<file path="src/rtl/arb_burst_mux.sv">
`default_nettype none
// ============================================================================
// Module   : arb_burst_mux
// Purpose  : Burst-locking 4:1 data mux sitting behind a round-robin arbiter.
//            A one-hot grant with a valid source starts a burst of
//            src_len+1 beats. The owner stays locked until its last beat is
//            accepted, then ack pulses once towards the arbiter. Beats pass
//            through a single output register with full throughput.
// Ports    : clk, rst_an         - clock, asynchronous active-low reset
//            grant[3:0]          - arbiter grant (one-hot or zero expected)
//            ack[3:0]            - burst-complete pulse, one bit per source
//            src_valid/src_data/src_len/src_ready - per-source beat interface
//            out_valid/out_data/out_src/out_last/out_ready - output stream
//            busy                - high while a burst is owned
//            err                 - sticky flag for a multi-hot grant
// Revision : 1.0 - initial release
// ============================================================================
module arb_burst_mux #(
    parameter int DATA_W = 32,
    parameter int LEN_W  = 4
) (
    input  logic                  clk,
    input  logic                  rst_an,
    input  logic [3:0]            grant,
    output logic [3:0]            ack,
    input  logic [3:0]            src_valid,
    input  logic [4*DATA_W-1:0]   src_data,
    input  logic [4*LEN_W-1:0]    src_len,
    output logic [3:0]            src_ready,
    output logic                  out_valid,
    output logic [DATA_W-1:0]     out_data,
    output logic [1:0]            out_src,
    output logic                  out_last,
    input  logic                  out_ready,
    output logic                  busy,
    output logic                  err
);

    localparam int c_NUM_SRC = 4;

    typedef enum logic [0:0] {
        ST_IDLE  = 1'b0,
        ST_BURST = 1'b1
    } state_t;

    state_t              r_state;
    logic [1:0]          r_owner;
    logic [LEN_W-1:0]    r_cnt;
    logic                r_out_valid;
    logic [DATA_W-1:0]   r_out_data;
    logic [1:0]          r_out_src;
    logic                r_out_last;
    logic                r_err;

    logic [DATA_W-1:0]   w_src_data [c_NUM_SRC];
    logic [LEN_W-1:0]    w_src_len  [c_NUM_SRC];
    logic [1:0]          w_grant_idx;
    logic                w_grant_onehot;
    logic                w_grant_multi;
    logic                w_burst;
    logic                w_take;
    logic                w_xfer;
    logic                w_last;
    logic [3:0]          w_owner_onehot;

    // Split the flat per-source buses into indexable arrays.
    genvar gi;
    generate
        for (gi = 0; gi < c_NUM_SRC; gi++) begin : g_unpack
            assign w_src_data[gi] = src_data[gi*DATA_W +: DATA_W];
            assign w_src_len[gi]  = src_len[gi*LEN_W +: LEN_W];
        end
    endgenerate

    // Grant decode; the index is only used when the grant is one-hot.
    always_comb begin
        w_grant_idx = 2'd0;
        for (int i = 0; i < c_NUM_SRC; i++) begin
            if (grant[i]) begin
                w_grant_idx = 2'(i);
            end
        end
    end

    assign w_grant_multi  = (grant & (grant - 4'd1)) != 4'd0;
    assign w_grant_onehot = (grant != 4'd0) && !w_grant_multi;

    assign w_burst        = (r_state == ST_BURST);
    // A beat may be taken when the output register is empty or draining now.
    assign w_take         = w_burst && (!r_out_valid || out_ready);
    assign w_xfer         = w_take && src_valid[r_owner];
    assign w_last         = (r_cnt == '0);
    assign w_owner_onehot = 4'b0001 << r_owner;

    assign src_ready = w_take ? w_owner_onehot : 4'd0;
    assign ack       = (w_xfer && w_last) ? w_owner_onehot : 4'd0;

    assign busy      = w_burst;
    assign err       = r_err;
    assign out_valid = r_out_valid;
    assign out_data  = r_out_data;
    assign out_src   = r_out_src;
    assign out_last  = r_out_last;

    always_ff @(posedge clk or negedge rst_an) begin
        if (!rst_an) begin
            r_state     <= ST_IDLE;
            r_owner     <= 2'd0;
            r_cnt       <= '0;
            r_out_valid <= 1'b0;
            r_out_data  <= '0;
            r_out_src   <= 2'd0;
            r_out_last  <= 1'b0;
            r_err       <= 1'b0;
        end else begin
            case (r_state)
                ST_IDLE: begin
                    // Multi-hot grants never start a burst; they only flag.
                    if (w_grant_multi) begin
                        r_err <= 1'b1;
                    end else if (w_grant_onehot && src_valid[w_grant_idx]) begin
                        r_state <= ST_BURST;
                        r_owner <= w_grant_idx;
                        r_cnt   <= w_src_len[w_grant_idx];
                    end
                end
                ST_BURST: begin
                    // Owner is locked here; grant is not looked at.
                    if (w_xfer) begin
                        if (w_last) begin
                            r_state <= ST_IDLE;
                        end else begin
                            r_cnt <= r_cnt - LEN_W'(1);
                        end
                    end
                end
                default: begin
                    r_state <= ST_IDLE;
                end
            endcase

            // Output register: a load wins over a drain so that a
            // simultaneous drain and load keeps one beat per cycle.
            if (w_xfer) begin
                r_out_valid <= 1'b1;
                r_out_data  <= w_src_data[r_owner];
                r_out_src   <= r_owner;
                r_out_last  <= w_last;
            end else if (r_out_valid && out_ready) begin
                r_out_valid <= 1'b0;
            end
        end
    end

endmodule
`default_nettype wire

</file>
<file path="config.mk">
export PLATFORM = sky130hd
export DESIGN_NAME = arb_burst_mux
export DESIGN_NICKNAME = d
export VERILOG_FILES = /design/src/rtl/arb_burst_mux.sv
export SDC_FILE = /design/constraint.sdc
export NUM_CORES = 1
export LEC_CHECK = 0
export CAP_MARGIN = 5
export CORE_UTILIZATION = 35
export DETAILED_ROUTE_END_ITERATION = 7
export PLACE_DENSITY = 0.91
export SLEW_MARGIN = 20
export SYNTH_ARGS = -nofsm -noshare
export SYNTH_HDL_FRONTEND = slang
export SYNTH_SLANG_ARGS = --single-unit
</file>
<file path="constraint.sdc">
create_clock -name clk -period 3.2 [get_ports clk]
set_clock_uncertainty 0.1 [all_clocks]
set_input_delay 0.96 -clock clk [delete_from_list [all_inputs] [get_ports clk]]
set_output_delay 0.96 -clock clk [all_outputs]
set_load 0.1 [all_outputs]
</file>
==> run metrics <==
GR met3 Demand/Resource 0.0547; Sw Ratio 0.568; clock share of power 0.060; Hold Fails Final Rpt 0; WHS 0.394 ns; final core utilization 0.665; Synth Warn # 0; Mapped Avg Cell Area 13.3 µm²; CP delay by family, top multiplexers; peak supply drop 0.663 mV; gr usage total 0.236; Netlist cell types 40; met1 Track Usage GR 0.257; # rows 32; CP Launch Type primary input; die height 92.2 µm; CP Capture Type output pin; Non-Filler Instances 529; number of routed nets with antenna violations 0; GR Overflow Total 0; initial antenna violation count 0; Slew HR 0.642; via count 2792; register area 1100 µm²; Seq/Total Area, Yosys 0.386; CP Max Fanout 4; vias per inst 5.28; Synth async-reset ratio 1.00; largest net degree at the start of global routing 45; CTS tree built; initial core utilization 0.365; DRT Wirelength 9.79 mm; initial drt markers 48; number of synthesized flops with an enable pin 0; power share of the combinational group 0.753; post-synthesis cell count 215; # diodes 0; Final Setup Violations 0; nets@finish 582; CP cell instances buf_6 > mux4_2 > nand3_2 > or2_4 > buf_12 > nor2_4 > buf_12; port bufs 200; commonest non-fill, non-tap cell in the layout clkdlybuf4s50_1; grt peak-use layer met2; total of max-cap violations 0; Cell Int Power 2380 µW; die width 92.2 µm; max incr delay on CP 0.48 ns; RD Place Congestion 0.834; Seq pwr share 0.187; CTS buffer count 5; synthesized net count 371; Max Clock Freq 315 MHz; DR DRC count 0; Bufs and invs on worst path 3; fill count 588; die area 8500 µm²; CTS max path bufs 2; Yosys reg bits 44; dpl cells 517; multi-input logic area 1690 µm²; I/O Pins 201; Layout area overhead 82.3%; first-pass GRT wire length 15.4 mm; Post-DP HPWL 7.87 mm; clock root buffer clkbuf_8; most frequent CP cell buf_12; Critical Setup Path Class primary input to output pin; number of global-route vias before repair 3036; most frequent cells in the layout clkdlybuf4s50_1 (148), buf_4 (57), dfrtp_1 (41); Critical Path RT 2.14 ns; pwr/cell area 1060 nW/µm²; min-delay worst type flop to flop; met2 Use GR 0.455; core area 7810 µm²; Slew @ Worst Pin 0.524 ns; fin crit share 0.993; clock-pin slew on the worst setup and hold paths 0.08 ns; Lkg Pwr 0.00215 µW; 1st-pass router iterations 4; Post-Syn Area 2850 µm²; Slowest cell on crit path mux4_2; status finished, final reports clean; min Tclk post-route 3.18 ns; H-tree levels 2; fraction of layout cells with a size suffix above 1 0.379; Worst-Skew Late Latency 0.29 ns; Pwr Total 5510 µW; routed len/inst 18.5 µm; Net Sw Power 3130 µW; WP data arrival 2.12 ns; Top FF cell, synth dfrtp_1; Clock Sinks 44; pins over their slew limit 0
cells in the mapped netlist, drive strengths merged (2+ instances only):
| cell | n | area, µm² |
|---|---|---|
| mux4 | 33 | 743 |
| o22ai | 4 | 25.0 |
| a21oi | 2 | 10.0 |
| nand3b | 2 | 15.0 |
| dfrtp | 44 | 1100 |
| nand2 | 10 | 37.5 |
| nand3 | 4 | 20.0 |
| buf | 12 | 76.3 |
| a31oi | 2 | 12.5 |
| a2111oi | 4 | 35.0 |
| o21ai | 6 | 30.0 |
| clkbuf | 4 | 15.0 |
| mux2 | 33 | 372 |
| nand2b | 2 | 12.5 |
| xor2 | 2 | 17.5 |
| nor3 | 3 | 15.0 |
| inv | 10 | 37.5 |
| mux2i | 7 | 70.1 |
| nor2 | 14 | 52.6 |
layer usage:
layer	vias up	wire, µm	part of all wire
li1	1258	-	-
met1	1372	3470	0.35
met2	144	5490	0.56
met3	18	666	0.068
met4	0	169	0.017
met5	-	0	0
final cells by class:
class	count	area share
Clock buffer	7	0.0147
Inverter	10	0.00723
Multi-Input combinational cell	145	0.326
Sequential cell	44	0.213
Clock inverter	1	0.000964
Tap cell	102	0.0246
Timing Repair Buffer	220	0.414
sequential cells by signal (all words and copies together), names as in the netlist:
name,cells
out_data,32
r_cnt,4
out_src,2
out_last,1
err,1
busy,1
out_valid,1
r_owner,2
power groups by stage:
stage | registers [µW] | logic (µW) | clock network, µW
3_3_place_gp | 1020 | 4060 | 0
6_report | 1030 | 4150 | 331
3_5_place_dp | 1040 | 4120 | 0
2_1_floorplan | 2720 | 1440 | 0
4_1_cts | 1030 | 4160 | 343
5_1_grt | 1060 | 4320 | 371
what timing repair did:
item,in CTS,in global routing
endpoints found under the setup margin,8,1
pin swaps,4,4
setup buffers,4,1
gates resized for setup,19,5
hold buffers,0,0
worst paths after layout:
path / slack [ns] / cells past startpoint / start / end
max in group asynchronous: 1.94 / 2 / rst_an / r_owner[0]
worst max-delay path: 0.02 / 7 / src_valid[3] / ack[1]
worst max register to register: 0.93 / 4 / r_owner[0] / out_data[30]
min in group asynchronous: 0.65 / 2 / rst_an / out_data[5]
worst min register to register: 0.39 / 2 / err / err
worst min-delay path: 0.39 / 2 / err / err
per-stage QoR:
step	setup TNS, ns	cell area [µm²]	setup WS, ns
global route	-0.0164	5190	-0.00869
finish	0	5190	0.0209
floorplan	-0.403	2930	-0.351
CTS	0	5150	0.0348
detailed placement	-1.81	5070	-0.415
global placement	-1.56	5070	-0.374
worst register-to-register path, stage by stage, from the launching register on:
cell and delay, ns:
dfrtp_2 0.40, buf_4 0.28, buf_4 0.50, mux4_2 0.59
mux2_2 0.28
cell families (layout without fill, tap and decap cells):
group                    Yosys count  after routing  synth area share
AO/OA/AOI/OAI                     25             25            0.0628
XOR/XNOR                           2              2           0.00615
adder cells (fa/ha/maj)            2              2           0.00790
buffers and inverters             26            238            0.0452
flip-flops                        44             44             0.386
multiplexers                      73             73             0.416
AND/OR/NAND/NOR                   43             43            0.0755
Note: power is estimated with default switching activity, not from simulation.
